## src/rtl/ps2_event_sequencer_if.sv

```systemverilog
// Key-event stream from the PS/2 event sequencer to its consumers.
interface ps2_event_sequencer_if;
  logic       ev_valid;
  logic       ev_ready;
  logic [7:0] ev_code;
  logic       ev_ext;
  logic       ev_break;

  modport master (output ev_valid, ev_code, ev_ext, ev_break, input ev_ready);
  modport slave  (input ev_valid, ev_code, ev_ext, ev_break, output ev_ready);
endinterface

```

## src/rtl/ps2_event_sequencer.sv

```systemverilog
// PS/2 scan-code sequencer: flag synchronizer, E0/F0 prefix FSM, prefix timeout,
// typematic repeat filter and a first-word-fall-through event FIFO.
module ps2_event_sequencer #(
  parameter int unsigned DEPTH          = 4,
  parameter int unsigned FILTER_REPEAT  = 1,
  parameter int unsigned TIMEOUT_CYCLES = 50000
) (
  input  logic                       clk,
  input  logic                       reset,
  input  logic [7:0]                 ps2_code,
  input  logic                       ps2_flag,
  ps2_event_sequencer_if.master      ev,
  output logic [$clog2(DEPTH):0]     fifo_count,
  output logic                       overflow
);

  localparam int unsigned AW = $clog2(DEPTH);
  localparam int unsigned CW = AW + 1;
  localparam int unsigned TW = $clog2(TIMEOUT_CYCLES + 1);

  typedef enum logic [1:0] {IDLE, EXT, BRK, EXT_BRK} state_t;

  typedef struct packed {
    logic       ext;
    logic       brk;
    logic [7:0] code;
  } event_t;

  // Flag synchronizer; the rising edge after f2 marks a new byte
  logic f1, f2, f3;
  logic strobe;

  always_ff @(posedge clk) begin
    if (reset) begin
      f1 <= 1'b0;
      f2 <= 1'b0;
      f3 <= 1'b0;
    end else begin
      f1 <= ps2_flag;
      f2 <= f1;
      f3 <= f2;
    end
  end

  assign strobe = f2 & ~f3;

  logic is_prefix;
  logic is_status;

  assign is_prefix = (ps2_code == 8'hE0) || (ps2_code == 8'hF0);

  always_comb begin
    case (ps2_code)
      8'h00, 8'hAA, 8'hFA, 8'hFC, 8'hFE, 8'hFF: is_status = 1'b1;
      default:                                  is_status = 1'b0;
    endcase
  end

  // Prefix FSM
  state_t        state, state_nxt;
  logic [TW-1:0] tmo_cnt;
  logic          timeout;
  logic          emit, emit_ext, emit_brk;

  assign timeout = (state != IDLE) && (tmo_cnt == TW'(TIMEOUT_CYCLES));

  always_ff @(posedge clk) begin
    if (reset) state <= IDLE;
    else       state <= state_nxt;
  end

  always_comb begin
    state_nxt = state;
    if (strobe) begin
      case (state)
        IDLE: begin
          if (ps2_code == 8'hE0)      state_nxt = EXT;
          else if (ps2_code == 8'hF0) state_nxt = BRK;
        end
        EXT: begin
          if (ps2_code == 8'hF0)      state_nxt = EXT_BRK;
          else if (ps2_code != 8'hE0) state_nxt = IDLE;
        end
        BRK: begin
          if (ps2_code == 8'hE0)      state_nxt = EXT_BRK;
          else if (ps2_code != 8'hF0) state_nxt = IDLE;
        end
        EXT_BRK: begin
          if (!is_prefix)             state_nxt = IDLE;
        end
        default:                      state_nxt = IDLE;
      endcase
    end else if (timeout) begin
      state_nxt = IDLE;
    end
  end

  // Status bytes are only filtered between events, never after a prefix
  always_comb begin
    emit     = 1'b0;
    emit_ext = 1'b0;
    emit_brk = 1'b0;
    if (strobe) begin
      case (state)
        IDLE:    emit = !is_prefix && !is_status;
        EXT:     begin emit = !is_prefix; emit_ext = 1'b1; end
        BRK:     begin emit = !is_prefix; emit_brk = 1'b1; end
        EXT_BRK: begin emit = !is_prefix; emit_ext = 1'b1; emit_brk = 1'b1; end
        default: emit = 1'b0;
      endcase
    end
  end

  always_ff @(posedge clk) begin
    if (reset)                          tmo_cnt <= '0;
    else if (strobe)                    tmo_cnt <= '0;
    else if (state == IDLE || timeout)  tmo_cnt <= '0;
    else                                tmo_cnt <= tmo_cnt + TW'(1);
  end

  // Repeat filter: drop makes of the key currently held down
  logic suppress;

  generate
    if (FILTER_REPEAT != 0) begin : g_filter
      logic       held_valid;
      logic       held_ext;
      logic [7:0] held_code;
      logic       held_match;

      assign held_match = held_valid && (held_ext == emit_ext) && (held_code == ps2_code);
      assign suppress   = emit && !emit_brk && held_match;

      always_ff @(posedge clk) begin
        if (reset) begin
          held_valid <= 1'b0;
          held_ext   <= 1'b0;
          held_code  <= 8'h00;
        end else if (emit) begin
          if (!emit_brk && !held_match) begin
            held_valid <= 1'b1;
            held_ext   <= emit_ext;
            held_code  <= ps2_code;
          end else if (emit_brk && held_match) begin
            held_valid <= 1'b0;
          end
        end
      end
    end else begin : g_no_filter
      assign suppress = 1'b0;
    end
  endgenerate

  // Event FIFO
  event_t        mem [DEPTH];
  logic [AW-1:0] wr_ptr, rd_ptr;
  logic [CW-1:0] count;
  logic          push_req, full, do_push, do_pop;
  event_t        head;

  assign push_req = emit && !suppress;
  assign full     = (count == CW'(DEPTH));
  assign do_pop   = ev.ev_valid && ev.ev_ready;
  assign do_push  = push_req && (!full || do_pop);

  always_ff @(posedge clk) begin
    if (do_push) mem[wr_ptr] <= '{ext: emit_ext, brk: emit_brk, code: ps2_code};
  end

  always_ff @(posedge clk) begin
    if (reset) begin
      wr_ptr   <= '0;
      rd_ptr   <= '0;
      count    <= '0;
      overflow <= 1'b0;
    end else begin
      if (do_push) wr_ptr <= wr_ptr + AW'(1);
      if (do_pop)  rd_ptr <= rd_ptr + AW'(1);
      case ({do_push, do_pop})
        2'b10:   count <= count + CW'(1);
        2'b01:   count <= count - CW'(1);
        default: count <= count;
      endcase
      if (push_req && full && !do_pop) overflow <= 1'b1;
    end
  end

  assign head        = mem[rd_ptr];
  assign ev.ev_valid = (count != '0);
  assign ev.ev_code  = head.code;
  assign ev.ev_ext   = head.ext;
  assign ev.ev_break = head.brk;
  assign fifo_count  = count;

endmodule
```

## src/flat_wrapper.sv

```systemverilog
// flat-port wrapper written by rule: the top's interface ports become plain ports
module ps2_event_sequencer_flat 
#(
  parameter int unsigned DEPTH          = 4,
  parameter int unsigned FILTER_REPEAT  = 1,
  parameter int unsigned TIMEOUT_CYCLES = 50000
)
  (clk, reset, ps2_code, ps2_flag, fifo_count, overflow, ev_ev_valid, ev_ev_code, ev_ev_ext, ev_ev_break, ev_ev_ready);
  ps2_event_sequencer_if ev_i ();
  input  logic clk;
  input  logic reset;
  input  logic [7:0] ps2_code;
  input  logic ps2_flag;
  output logic [$clog2(DEPTH):0] fifo_count;
  output logic overflow;
  output wire logic [$bits(ev_i.ev_valid)-1:0] ev_ev_valid;
  output wire logic [$bits(ev_i.ev_code)-1:0] ev_ev_code;
  output wire logic [$bits(ev_i.ev_ext)-1:0] ev_ev_ext;
  output wire logic [$bits(ev_i.ev_break)-1:0] ev_ev_break;
  input wire logic [$bits(ev_i.ev_ready)-1:0] ev_ev_ready;
  assign ev_ev_valid = ev_i.ev_valid;
  assign ev_ev_code = ev_i.ev_code;
  assign ev_ev_ext = ev_i.ev_ext;
  assign ev_ev_break = ev_i.ev_break;
  assign ev_i.ev_ready = ev_ev_ready;
  ps2_event_sequencer #(.DEPTH(DEPTH), .FILTER_REPEAT(FILTER_REPEAT), .TIMEOUT_CYCLES(TIMEOUT_CYCLES)) u_core (.clk(clk), .reset(reset), .ps2_code(ps2_code), .ps2_flag(ps2_flag), .ev(ev_i), .fifo_count(fifo_count), .overflow(overflow));
endmodule
```

## config.mk

```make
export PLATFORM = sky130hd
export DESIGN_NAME = ps2_event_sequencer_flat
export DESIGN_NICKNAME = d
export VERILOG_FILES = /design/src/rtl/ps2_event_sequencer_if.sv /design/src/rtl/ps2_event_sequencer.sv /design/src/flat_wrapper.sv
export SDC_FILE = /design/constraint.sdc
export NUM_CORES = 1
export LEC_CHECK = 0
export CAP_MARGIN = 5
export CORE_MARGIN = 2
export CORE_UTILIZATION = 25
export DETAILED_ROUTE_END_ITERATION = 7
export PLACE_DENSITY = 0.5
export SYNTH_ARGS = -nofsm -noshare
export SYNTH_HDL_FRONTEND = slang
export SYNTH_SLANG_ARGS = --single-unit
```

## constraint.sdc

```tcl
create_clock -name clk -period 3.4 [get_ports clk]
set_input_delay 0.68 -clock clk [delete_from_list [all_inputs] [get_ports clk]]
set_output_delay 0.68 -clock clk [all_outputs]
set_load 0.1 [all_outputs]
```

**Yosys cells after proc, flatten, opt, wreduce, memory -nomap -nowiden**

Memories as Yosys holds them, arrays and structs flattened. A register that Yosys moved wholly into a read port is not among the register bits.
Index checks and enable logic that the tools add are counted.

- Register bits: 39
- RAM bits: 40
- Bits of input ports: 12
- Word-level logic and storage cells: 104
- Memories kept: 1

- $add $sub $neg: 5
- Equal/unequal tests: 22
- Mux-type cells: 24
- Bitwise operators: 2
- Reduce and logical (&&, ||, !) cells: 38

Memory list:

| name | depth | bits a word | read ports | clocked after Yosys merged registers in | write ports | line | source |
|---|---|---|---|---|---|---|---|
| u_core.mem | 4 | 10 | 1 | 1 | 1 | ps2_event_sequencer.sv:155 | `event_t mem [DEPTH];` |

Operators with widths:

| operator | count |
|---|---|
| == test 8 bit, second input constant | 7 |
| 2-to-1 mux 2 bit | 11 |
| adder 16 x 1 -> 16 bit, second input constant | 1 |
| == test 16 bit, second input constant | 1 |
| inequality test 8 bit, second input constant | 2 |
| logical AND 1 bit | 13 |
| inequality test 4 bit, second input constant | 3 |
| 2-to-1 mux 1 bit | 10 |
| == test 8 bit | 1 |
| logical NOT 8 bit | 1 |
| case mux 2 bit (4 select lines) | 1 |
| nonzero test 2 bit | 4 |
| logical NOT 1 bit | 7 |
| == test 2 bit, second input constant | 3 |
| case mux 3 bit (2 select lines) | 1 |
| OR reduction 3 bit | 2 |
| OR reduction 6 bit | 1 |
| AND reduction 5 bit | 1 |
| adder 2 x 1 -> 2 bit, second input constant | 2 |
| == test 2 x 1 -> 1 bit, second input constant | 2 |
| AND reduction 2 bit | 2 |
| OR reduction 2 bit | 2 |
| adder 3 x 1 -> 3 bit, second input constant | 1 |
| == test 3 bit, second input constant | 1 |
| other kinds (9) | 11 |

**Logic depth before layout (Yosys ltp)**

- Depth in word-level cells: 14
- Depth in mapped cells: 11
- Mapped depth without buffers: 11

**Least setup slack after synthesis**

OpenSTA, ideal clock, no wires.

- Path kind: flip-flop to flip-flop
- From: register u_core.count[0] (netlist: u_core.fifo_count[0])
- To: register u_core.count[2] (netlist: u_core.fifo_count[2])
- Library setup time: 0.071 ns
- Arrival: 3.265 ns
- Slack: 0.065 ns
- Stages on the path, launching flop included: 9
- Clock period less this slack: 3.335 ns
- Path through: dfxtp_1 > or3_1 > and2_1 > ha_1 > inv_1 > fa_1 > xor2_1 > or3_1 > a21oi_1

- Word-level cells in the longest chain between the ends: 6
- Elaborated cells on any way between the ends: 12

RTL lines:

| item | line | source |
|---|---|---|
| start: declaration | ps2_event_sequencer.sv:157 | `logic [CW-1:0] count;` |
| start signal: assignment | ps2_event_sequencer.sv:180 | `2'b10: count <= count + CW'(1);` |
| start signal: assignment | ps2_event_sequencer.sv:181 | `2'b01: count <= count - CW'(1);` |
| start signal: assignment | ps2_event_sequencer.sv:182 | `default: count <= count;` |
| nonzero test 3 bit * | ps2_event_sequencer.sv:189 | `assign ev.ev_valid = (count != '0);` |
| named net ev_ev_valid | flat_wrapper.sv:16 | `output wire logic [$bits(ev_i.ev_valid)-1:0] ev_ev_valid;` |
| logical AND 1 bit * | ps2_event_sequencer.sv:163 | `assign do_pop = ev.ev_valid && ev.ev_ready;` |
| named net u_core.do_pop | ps2_event_sequencer.sv:158 | `logic push_req, full, do_push, do_pop;` |
| logical OR 1 bit | ps2_event_sequencer.sv:164 | `assign do_push = push_req && (!full \|\| do_pop);` |
| logical AND 1 bit | ps2_event_sequencer.sv:164 |  |
| == test 2 x 1 -> 1 bit / == test 2 bit (equally long branches) | ps2_event_sequencer.sv:179 | `case ({do_push, do_pop})` |
| case mux 3 bit (2 select lines) / nonzero test 2 bit (equally long branches) | -- |  |

The timed path passes the listed nets; every way through them passes the cells marked *.
A chain may end at the register's enable or synchronous reset.

**Final worst setup path**

- From: input port ps2_code[1]
- To: register u_core.count[2] (netlist: u_core.fifo_count[2])

- Word-level cells in the longest chain between the ends: 14
- Elaborated cells on any way between the ends: 27

RTL lines:

| item | line | source |
|---|---|---|
| start: declaration | flat_wrapper.sv:12 | `input logic [7:0] ps2_code;` |
| == test 8 bit / logical NOT 8 bit (equally long branches) | ps2_event_sequencer.sv:53 | `case (ps2_code)` |
| OR reduction 6 bit | ps2_event_sequencer.sv:53 |  |
| 2-to-1 mux 1 bit | ps2_event_sequencer.sv:53 |  |
| logical NOT 1 bit | ps2_event_sequencer.sv:105 | `IDLE: emit = !is_prefix && !is_status;` |
| logical AND 1 bit | ps2_event_sequencer.sv:105 |  |
| case mux 1 bit (2 select lines) | ps2_event_sequencer.sv:104 | `case (state)` |
| 2-to-1 mux 1 bit | ps2_event_sequencer.sv:103 | `if (strobe) begin` |
| logical AND 1 bit (2 in a row) | ps2_event_sequencer.sv:132 | `assign suppress = emit && !emit_brk && held_match;` |
| logical NOT 1 bit | ps2_event_sequencer.sv:161 | `assign push_req = emit && !suppress;` |
| logical AND 1 bit * | ps2_event_sequencer.sv:161 |  |
| logical AND 1 bit * | ps2_event_sequencer.sv:164 |  |
| == test 2 x 1 -> 1 bit / == test 2 bit (equally long branches) | ps2_event_sequencer.sv:179 |  |
| case mux 3 bit (2 select lines) / nonzero test 2 bit (equally long branches) | -- |  |

Every way passes the cells marked *; elsewhere a longest branch is shown, timed or not.

==> impl_metrics.ini <==
[clock_network]
cts.sinks = 81
post_cts_resized = 0
cts_buffers = 9
clkLatencyLatePin_ps = 340
ctsHoldBuffers = 0
clkTransAtPathRegs_ps = 60
tritoncts = built
htree_num_levels = 3
cts_buffer_depth = 2
cts_setup_buffers = 0
root_buffer = clkbuf_16

[setup_path]
start_kind = input pin
ff2ff_path_depth = 11
worst-path-max-fanout = 9
cp-end-kind = register
cp.arrival_ps = 3460
cp_data_required_time_ps = 3670
path_class = in -> reg

[cells_and_area]
drive_gt1_frac = 0.227
utilization = 0.315
fin_nets = 355
fin_cells = 519
areaGrowthSynthToFinish_pct = 23.4
area.sequential_um2 = 2020
fillers = 1399
multi_input_area_um2 = 1400
n_antenna_cell = 0
final_area_um2 = 4360

[sta]
skew_ps = 7.05
slew_headroom = 0.354
rsz0062_at_grt = false
slew_violations = 0
final-hold-violation-count = 0
fin_crit_sh = 0.938
whs_ps = 441
finalSetupViolCount = 0
fin_crit_ps = 3190
tightest_slew_ps = 966
fmax_mhz = 314

[run]
drv_cap = 0

[outcome]
status = completed

[placed_design]
place_hpwl_um = 4880
placed_cell_area_um2 = 4080
gp_congestion = 0.739
numPortBuffers = 26
post-place-cells = 503

[grt]
grt_usage = 0.104
grt_pass1_wl_um = 11700
overflow = 0
antenna_found_initial = 0
grt_pass1_vias = 2323
grt_max_degree = 25

[detailed_routing]
viasPerCell = 4.30
post_drt_wl_per_cell_um = 13.3
wl_um = 6920
drt_iter0_markers = 122
drc = 0
vias = 2234
drt.antenna.violating_nets = 0
dr.pass1.iters = 4

[power_and_ir_drop]
p_leak_nw = 1.45
ir_worst_vdd_uv = 171
power_density_nw_per_um2 = 582

[synthesis]
async_reset_ff_frac = 0
synth_flop_cell = dfxtp_1
syn_avg_cell_area_um2 = 12.3
synth_most_common_cell = dfxtp_1
ys_types = 45
synthesis.area_um2 = 3530
yosys.area.top_type = edfxtp_1
ys_ff_latch = 81
syn_nets = 307
synth_warnings = 0
synth_area_leaders = edfxtp_1 34%, dfxtp_1 23%, mux4_2 6.4%
synth_top_cells_by_count = 41 x dfxtp_1, 40 x edfxtp_1, 30 x nor2_1
ys_seq_area_frac = 0.573
synth_top_cell_area_share = 0.340
synth_edf_count = 40
syn_inst = 286

[die]
die_h_um = 123
rows = 43
initial_core_util = 0.255
coreArea_um2 = 13800
die_area_um2 = 15100
die_x_um = 123
ios = 27

[hold_path]
holdPathStages = 1
hp-class = reg -> reg
## logic make-up after synthesis
logic type                 count (synthesis)  synth area share
AOI/OAI and AO/OA                         21            0.0500
xor gates and xnor gates                  27            0.0670
adders and majority gates                  9            0.0340
buffers and inverters                     23            0.0294
DFF                                       81             0.573
muxes                                     12            0.0709
and+or+nand+nor                          113             0.176
## path summary, 6_finish.rpt
path,from,to,slack (ps)
worst min register to register,u_core.f1,u_core.f2,440
worst max register to register,u_core.g_filter.held_code[5],u_core.fifo_count[2],830
worst max-delay path,ps2_code[1],u_core.fifo_count[2],210
worst min-delay path,u_core.f1,u_core.f2,440
## power by group
part           switching, mW  internal [mW]
Clock                  0.382          0.495
Sequential            0.0447           1.05
Combinational          0.394          0.168
Total                  0.821           1.71
## layout make-up
class                           instances  area share
Sequential cell                        81       0.464
Multi-Input combinational cell        182       0.322
Timing Repair Buffer                   47      0.0879
Clock buffer                           10      0.0526
Tap cell                              180      0.0517
Inverter                               13      0.0112
Clock inverter                          6      0.0103
## placed cells by master (no fill, tap or decap), drive strengths merged, types with 11 or more instances in the layout
| cell | n |
|---|---|
| buf | 35 |
| clkdlybuf4s50 | 12 |
| dfxtp | 41 |
| edfxtp | 40 |
| inv | 13 |
| nand2 | 22 |
| nand4 | 11 |
| nor2 | 30 |
| xnor2 | 17 |
## state kept, by name (all words and copies together) (netlist names), named ones only
signal / cells
u_core.f1: 1
u_core.f2: 1
u_core.f3: 1
u_core.fifo_count: 3
u_core.g_filter.held_code: 8
u_core.g_filter.held_ext: 1
u_core.g_filter.held_valid: 1
u_core.mem: 40
u_core.overflow: 1
u_core.rd_ptr: 2
u_core.state: 2
u_core.tmo_cnt: 16
u_core.wr_ptr: 2
## per-stage QoR
stage	worst slack (ps)	setup TNS, ps	total power, mW
after floorplan	64.6	0	1.55
after global placement	-56.0	-56.0	1.68
after detailed placement	-121	-121	1.68
after CTS	227	0	2.57
after global routing	49.2	0	2.65
final	212	0	2.53
## critical path, cell delays in order
cell and delay [ps]:
clkdlybuf4s50_1 670, xnor2_1 160, nand4_1 150, nor4_2 410, nor4_4 90, inv_1 70, ha_1 160, inv_1 60
fa_1 370, xor2_1 160, or3_1 310, a21oi_1 150
## layer usage
layer | GRT usage | vias up | part of all wire
li1 | - | 1130 | -
met1 | 0.126 | 1069 | 0.47
met2 | 0.167 | 24 | 0.47
met3 | 0.0335 | 11 | 0.036
met4 | 0.0496 | 0 | 0.022
met5 | 0 | - | 0
Power figures use the tool's default switching activity.
